`src/rtl/line_tap_reader.sv`:
```
// ---------------------------------------------------------------------------
// line_tap_reader
//   Front end of the 3x3 image filter. It drives the two external line
//   memories with a read-before-write at the current column on every accepted
//   pixel, and registers one vertical 3-pixel column per accepted pixel.
//   Memory 0 holds the previous line; memory 1 holds the line before that.
//   The block also tracks the x/y position in the frame, flags columns whose
//   upper taps hold real frame data, and marks the end of the frame.
//
// Ports
//   clk, rstn           clock; asynchronous active-low reset
//   i_sof               start-of-frame, with or before the first pixel
//   i_valid, i_data     input pixel stream (bubbles allowed)
//   o_mem_en            write enable to both line memories (= accept)
//   o_mem_addr          shared line-memory address (0 on i_sof, else x)
//   o_mem_wdata0/1      write data: new pixel -> mem0, mem0 read -> mem1
//   i_mem_rdata0/1      combinational read data (old contents)
//   o_valid             column valid, one cycle after accept
//   o_top/o_mid/o_bot   taps from lines y-2, y-1, y
//   o_x, o_y            position of the output column
//   o_rows_ok           o_y >= 2, so all three taps are real frame data
//   o_eof               pulse with the last column of the frame
//   o_err               pulse when i_sof arrives mid-frame
// ---------------------------------------------------------------------------
module line_tap_reader #(
  parameter int WIDTH  = 1920,
  parameter int HEIGHT = 1080,
  parameter int DW     = 8,
  parameter int AW     = 11,
  parameter int YW     = 11
) (
  input  logic          clk,
  input  logic          rstn,
  input  logic          i_sof,
  input  logic          i_valid,
  input  logic [DW-1:0] i_data,
  output logic          o_mem_en,
  output logic [AW-1:0] o_mem_addr,
  output logic [DW-1:0] o_mem_wdata0,
  output logic [DW-1:0] o_mem_wdata1,
  input  logic [DW-1:0] i_mem_rdata0,
  input  logic [DW-1:0] i_mem_rdata1,
  output logic          o_valid,
  output logic [DW-1:0] o_top,
  output logic [DW-1:0] o_mid,
  output logic [DW-1:0] o_bot,
  output logic [AW-1:0] o_x,
  output logic [YW-1:0] o_y,
  output logic          o_rows_ok,
  output logic          o_eof,
  output logic          o_err
);

  typedef enum logic {IDLE, ACTIVE} state_t;

  localparam logic [AW-1:0] X_LAST = AW'(WIDTH - 1);
  localparam logic [YW-1:0] Y_LAST = YW'(HEIGHT - 1);
  localparam logic [YW-1:0] Y_TWO  = YW'(2);

  state_t        state, state_nxt;
  logic [AW-1:0] x, x_nxt;
  logic [YW-1:0] y, y_nxt;

  logic          accept;
  logic [AW-1:0] pos_x;
  logic [YW-1:0] pos_y;
  logic          last_pix;
  logic          sof_err;

  // i_sof forces the pixel it accompanies to (0,0), so all position
  // decisions below use pos_x/pos_y rather than the raw counters.
  assign accept   = i_valid && (state == ACTIVE || i_sof);
  assign pos_x    = i_sof ? '0 : x;
  assign pos_y    = i_sof ? '0 : y;
  assign last_pix = accept && (pos_x == X_LAST) && (pos_y == Y_LAST);
  assign sof_err  = i_sof && (state == ACTIVE) && (x != '0 || y != '0);

  // Read-before-write: the memories return old contents combinationally and
  // write on the edge, so mem0's old word shifts down into mem1.
  assign o_mem_en     = accept;
  assign o_mem_addr   = pos_x;
  assign o_mem_wdata0 = i_data;
  assign o_mem_wdata1 = i_mem_rdata0;

  // NOTE: every always_comb output gets a default first, so no path can
  // leave it unassigned and infer a latch.
  always_comb begin
    state_nxt = state;
    if (last_pix)   state_nxt = IDLE;
    else if (i_sof) state_nxt = ACTIVE;
  end

  always_comb begin
    x_nxt = x;
    y_nxt = y;
    if (accept) begin
      if (pos_x == X_LAST) begin
        x_nxt = '0;
        y_nxt = (pos_y == Y_LAST) ? '0 : pos_y + YW'(1);
      end else begin
        x_nxt = pos_x + AW'(1);
        y_nxt = pos_y;
      end
    end else if (i_sof) begin
      x_nxt = '0;
      y_nxt = '0;
    end
  end

  // NOTE: sequential state uses non-blocking assignments only, so every
  // register samples pre-edge values regardless of statement order.
  always_ff @(posedge clk or negedge rstn) begin
    if (!rstn) begin
      state <= IDLE;
      x     <= '0;
      y     <= '0;
    end else begin
      state <= state_nxt;
      x     <= x_nxt;
      y     <= y_nxt;
    end
  end

  // Column register: pulses clear when idle; data and position hold.
  always_ff @(posedge clk or negedge rstn) begin
    if (!rstn) begin
      o_valid   <= 1'b0;
      o_eof     <= 1'b0;
      o_err     <= 1'b0;
      o_top     <= '0;
      o_mid     <= '0;
      o_bot     <= '0;
      o_x       <= '0;
      o_y       <= '0;
      o_rows_ok <= 1'b0;
    end else begin
      o_valid <= accept;
      o_eof   <= last_pix;
      o_err   <= sof_err;
      if (accept) begin
        o_bot     <= i_data;
        o_mid     <= i_mem_rdata0;
        o_top     <= i_mem_rdata1;
        o_x       <= pos_x;
        o_y       <= pos_y;
        o_rows_ok <= (pos_y >= Y_TWO);
      end
    end
  end

endmodule

```
`config.mk`:
```
export PLATFORM = sky130hd
export DESIGN_NAME = line_tap_reader
export DESIGN_NICKNAME = d
export VERILOG_FILES = /design/src/rtl/line_tap_reader.sv
export SDC_FILE = /design/constraint.sdc
export NUM_CORES = 1
export LEC_CHECK = 0
export BUFFER_PORTS_ARGS = -buffer_cell sky130_fd_sc_hd__buf_2
export CORE_ASPECT_RATIO = 1.75
export CORE_UTILIZATION = 57
export CTS_BUF_LIST = sky130_fd_sc_hd__clkbuf_2 sky130_fd_sc_hd__clkbuf_4 sky130_fd_sc_hd__clkbuf_8
export CTS_CLUSTER_DIAMETER = 120
export DETAILED_ROUTE_END_ITERATION = 6
export GPL_ROUTABILITY_DRIVEN = 0
export PLACE_DENSITY = 0.93
export SETUP_SLACK_MARGIN = 0.2
export SLEW_MARGIN = 30
export SYNTH_ARGS = -nofsm -noshare
export SYNTH_HDL_FRONTEND = slang
export SYNTH_SLANG_ARGS = --single-unit
```
`constraint.sdc`:
```
create_clock -name clk -period 6 [get_ports clk]
set_input_delay 0.9 -clock clk [delete_from_list [all_inputs] [get_ports clk]]
set_output_delay 0.9 -clock clk [all_outputs]
set_load 0.02 [all_outputs]
```
# After elaboration in Yosys (flattened, before gate mapping)
# Index checks and enable logic that the tools add are counted.
# W data, S select, Z words.
[classes]
add_sub_neg = 2
n_lt_le_gt_ge = 1
n_eq_ne = 2
muxes = 9
n_reduce_logical = 10
[op_table]
columns = ["cell", "n"]
rows = [
  ["$mux W11", 7],
  ["$add A11 B1 Y11 const B", 2],
  ["$eq A11 B11 Y1 const B", 2],
  ["$reduce_bool A11 Y1", 2],
  ["$ge A11 B2 Y1 const B", 1],
  ["$logic_and A1 B1 Y1", 5],
  ["$logic_or A1 B1 Y1", 2],
  ["$mux W1", 2],
  ["$reduce_bool A2 Y1", 1],
]
[totals]
reg_bits = 73
in_bits = 28
out_inout_bits = 78
wordCells = 36

# Logic depth before layout (Yosys ltp)
[logic_depth]
ltp_word = 5
depth_mapped = 10
ltp_nobuf = 7

# Worst setup path before layout
# No wires, ideal clock.
[synth_path]
kind = "in2reg"
from = "in i_sof"
to = "reg y[10]"
setup_ns = 0.087
t_arrival_ns = 3.310
required_time_ns = 5.913
path_slack_ns = 2.603
cell_stages = 10
path_buffers = 3
cell_sequence = "clkbuf_1 -> clkbuf_1 -> nand2b_1 -> inv_1 -> ha_1 -> nand4b_4 -> or4_4 -> buf_6 -> or4_4 -> a211oi_2"
[synth_between]
word_cells_on_any_way = 10
cone_classes = "1 x add/sub; 2 x eq/ne; 5 x mux; 2 x reduce/logical"
[synth_lines]
columns = ["element", "line", "source"]
rows = [
  ["start, declared", "34", "input logic i_sof,"],
  ["$mux W11", "--", ""],
  ["net o_mem_addr[0]", "38", "output logic [AW-1:0] o_mem_addr,"],
  ["$eq A11 B11 Y1", "97", "if (pos_x == X_LAST) begin"],
  ["$mux W11", "97", ""],
  ["$mux W11", "96", "if (accept) begin"],
  ["net y_nxt[10]", "62", "logic [YW-1:0] y, y_nxt;"],
  ["end signal, assigned", "120", "y <= y_nxt;"],
  ["end, declared", "62", ""],
]
# The timed path passes the listed nets, and every way through them passes these cells.
# A chain may end at the register's enable or synchronous reset.

# Final worst setup path
[layout_path]
from = "in i_sof"
to = "out o_mem_en"
[layout_between]
elab_chain_len = 2
[layout_rtl]
columns = ["element", "line", "source"]
rows = [
  ["$logic_or A1 B1 Y1", "72", "assign accept = i_valid && (state == ACTIVE || i_sof);"],
  ["$logic_and A1 B1 Y1", "72", ""],
  ["end, declared", "37", "output logic o_mem_en,"],
]
# No other way between the ends.

==> flow_metrics.tcl <==
set metrics [dict create \
    maxSlewViolCount 0 \
    rsz0062_at_grt "false" \
    portBuffers 105 \
    clock_skew_ns 0.00685 \
    synth_area_sq_mm 0.00350 \
    dieWidth_microns 61.3 \
    cts_tree "done" \
    syn-instance-count 379 \
    grt_max_degree 74 \
    grt_pass1_wl_microns 12900 \
    switching_share_pct 26.4 \
    die_area_sq_mm 0.00648 \
    end_kind "output port" \
    start_util_pct 59.1 \
    critical_path.max_stage_delay_ns 0.43 \
    cts_setup_buffers 0 \
    drive_above_1_share_pct 29.5 \
    layout_common_cells "114 x nand2_1, 105 x buf_2, 73 x dfrtp_1, 18 x o21ai_0, 14 x nand2b_1" \
    outcome "finished, final reports clean" \
    intPower_uw 748 \
    diodes 0 \
    power.density_mw_per_mm2 244 \
    leakage_uw 0.00223 \
    avgViaCountPerCell 5.49 \
    gr-usage-met3_pct 7.12 \
    path_clk_slew_ns 0.08 \
    clk_latency_ns 0.35 \
    yosysSeqAreaShare_pct 52.1 \
    ir_drop_mv 0.229 \
    via_count 2997 \
    grt_overflow 0 \
    critPathArrivalTime_ns 2.53 \
    dp_hpwl_microns 5610 \
    avgSynthCellArea_sq_um 9.24 \
    layout_min_cycle_time_ns 3.43 \
    ios 106 \
    min_path_type "reg2reg" \
    grt_busiest_layer "met2" \
    crit_chain "buf_2, o21ai_4, buf_4, clkinv_1, buf_4, buf_2" \
    grt_use_met2_pct 41.8 \
    worst_pin_slew_ns 0.663 \
    core.rowCount 37 \
    core-area_sq_mm 0.00593 \
    wl_per_cell_microns 14.5 \
    dr.first_iter.drc_count 118 \
    cts.htree.levels 3 \
    cp_max_fo 55 \
    power_switching_uw 268 \
    clock_sinks 73 \
    max_freq_mhz 291 \
    slowest_stage "buf_4" \
    pwr-share-seq_pct 51.4 \
    final_common_cell "nand2_1" \
    p_comb_share_pct 11.3 \
    period_share_pct 57.2 \
    ys_ff_latch 73 \
    firstDrtPassIters 5 \
    antenna_found_initial 0 \
    grt_usage_pct 27.2 \
    fp.dieH_microns 106 \
    finalNetCount 494 \
    synth_cell_types 49 \
    cts_resized 0 \
    setup_viol 0 \
    pwr-share-clk_pct 37.3 \
    yosysWarnings 0 \
    cap_violations 0 \
    slew_headroom_pct 55.8 \
    fill_cells 456 \
    cp_data_required_time_ns 5.10 \
    clockRootBuffer "clkbuf_8" \
    setup_tns_ns 0 \
    reg2reg_slack_ns 3.59 \
    fin_util_pct 70.3 \
    syn2layout_area_growth_pct 18.9 \
    cts_buffer_depth 2 \
    drc 0 \
    met1_usage_pct 32.4 \
    antenna_left 0 \
    crit_type "in2out" \
    grt_pass1_vias 2886 \
    wl_microns 7920 \
    postCtsHoldBufs 0 \
    hold_violations 0 \
    startpoint_type "input port" \
    syn_nets 410 \
    cts_buffers 9 \
]
## through the flow
| stage | setup WS, ns | power, uW | instances | cell area, sq um | hold WS, ns |
|---|---|---|---|---|---|
| 2_1_floorplan | 2.60 | 602 | 379 | 3500 | 0.505 |
| 3_3_place_gp | 2.64 | 644 | 530 | 3960 | 0.456 |
| 3_5_place_dp | 2.59 | 647 | 530 | 3960 | 0.458 |
| 4_1_cts | 2.58 | 1020 | 546 | 4160 | 0.476 |
| 5_1_grt | 2.47 | 1050 | 546 | 4170 | 0.491 |
| 6_report | 2.57 | 1020 | 546 | 4170 | 0.477 |
## final cells by class
cell class              count  area (sq um)  area share (%)
flip-flops and latches     73          1830            43.9
multi-input cells         257          1440            34.6
repair buffers            108           552            13.2
clock buffers              11           139            3.33
well taps                  78          97.6            2.34
clock inverters             5          56.3            1.35
inverters                  14          52.6            1.26
## worst paths after layout
path / startpoint / end / cells after the start
max in group asynchronous: rstn / x[2] / 2
worst max register to register: y[1] / y[4] / 6
worst min-delay path: o_bot[5] / o_bot[5] / 2
worst max-delay path: i_sof / o_mem_en / 6
min in group asynchronous: rstn / o_bot[5] / 2
worst min register to register: o_bot[5] / o_bot[5] / 2
## cells in the mapped netlist (all sizes together)
cell type	count	area (sq um)
a21o	1	7.51
nand2b	15	101
and3	1	6.26
nand4b	3	41.3
xnor2	4	35.0
a31o	1	8.76
o31ai	4	30.0
a41oi	1	8.76
a21oi	8	40.0
nor3b	1	7.51
clkbuf	17	63.8
o22ai	6	37.5
nand4	7	43.8
ha	3	37.5
a22oi	4	30.0
or2b	1	7.51
o21ba	1	10.0
and4	3	26.3
nand3	5	25.0
mux2	3	33.8
and3b	1	8.76
nand2	115	434
nor4	6	37.5
xor2	2	17.5
clkinv	1	3.75
dfrtp	73	1830
and2	4	25.0
nor2	9	33.8
inv	13	48.8
nor2b	7	43.8
or4	8	67.6
o21ai	19	95.1
a211oi	3	27.5
a31oi	2	12.5
mux2i	2	20.0
and4b	3	30.0
or3b	2	17.5
nand3b	2	15.0
buf	18	136
## kinds of logic after synthesis
group	count (synthesis)	synth area share (%)
buf+inv	49	7.21
fa+ha+maj	3	1.07
mux	5	1.54
flops	73	52.1
xor+xnor	6	1.50
compound gates	50	8.79
simple gates	193	27.8
## critical path, delay by kind of cell
| kind | cells | cell delay [ns] |
|---|---|---|
| buf+inv | 5 | 1.34 |
| compound gates | 1 | 0.23 |
## power groups by stage
stage / Combinational, uW / Sequential [uW] / Clock [uW]
after detailed placement: 116 / 531 / 0
after global placement: 113 / 531 / 0
after global routing: 126 / 524 / 404
after floorplan: 50.1 / 552 / 0
final: 115 / 522 / 379
after CTS: 116 / 522 / 384
## state kept, by name, summed over array words and instances, names as in the netlist
register / cells
o_rows_ok: 1
x: 11
o_eof: 1
o_err: 1
o_y: 11
state: 1
o_valid: 1
o_bot: 8
o_top: 8
o_x: 11
y: 11
o_mid: 8
## layer usage
metal | vias up | wire, microns | part of all wire, %
li1 | 1426 | - | -
met1 | 1423 | 3050 | 38
met2 | 117 | 4080 | 52
met3 | 31 | 421 | 5.3
met4 | 0 | 371 | 4.7
met5 | - | 0 | 0
Power figures use the tool's default switching activity.
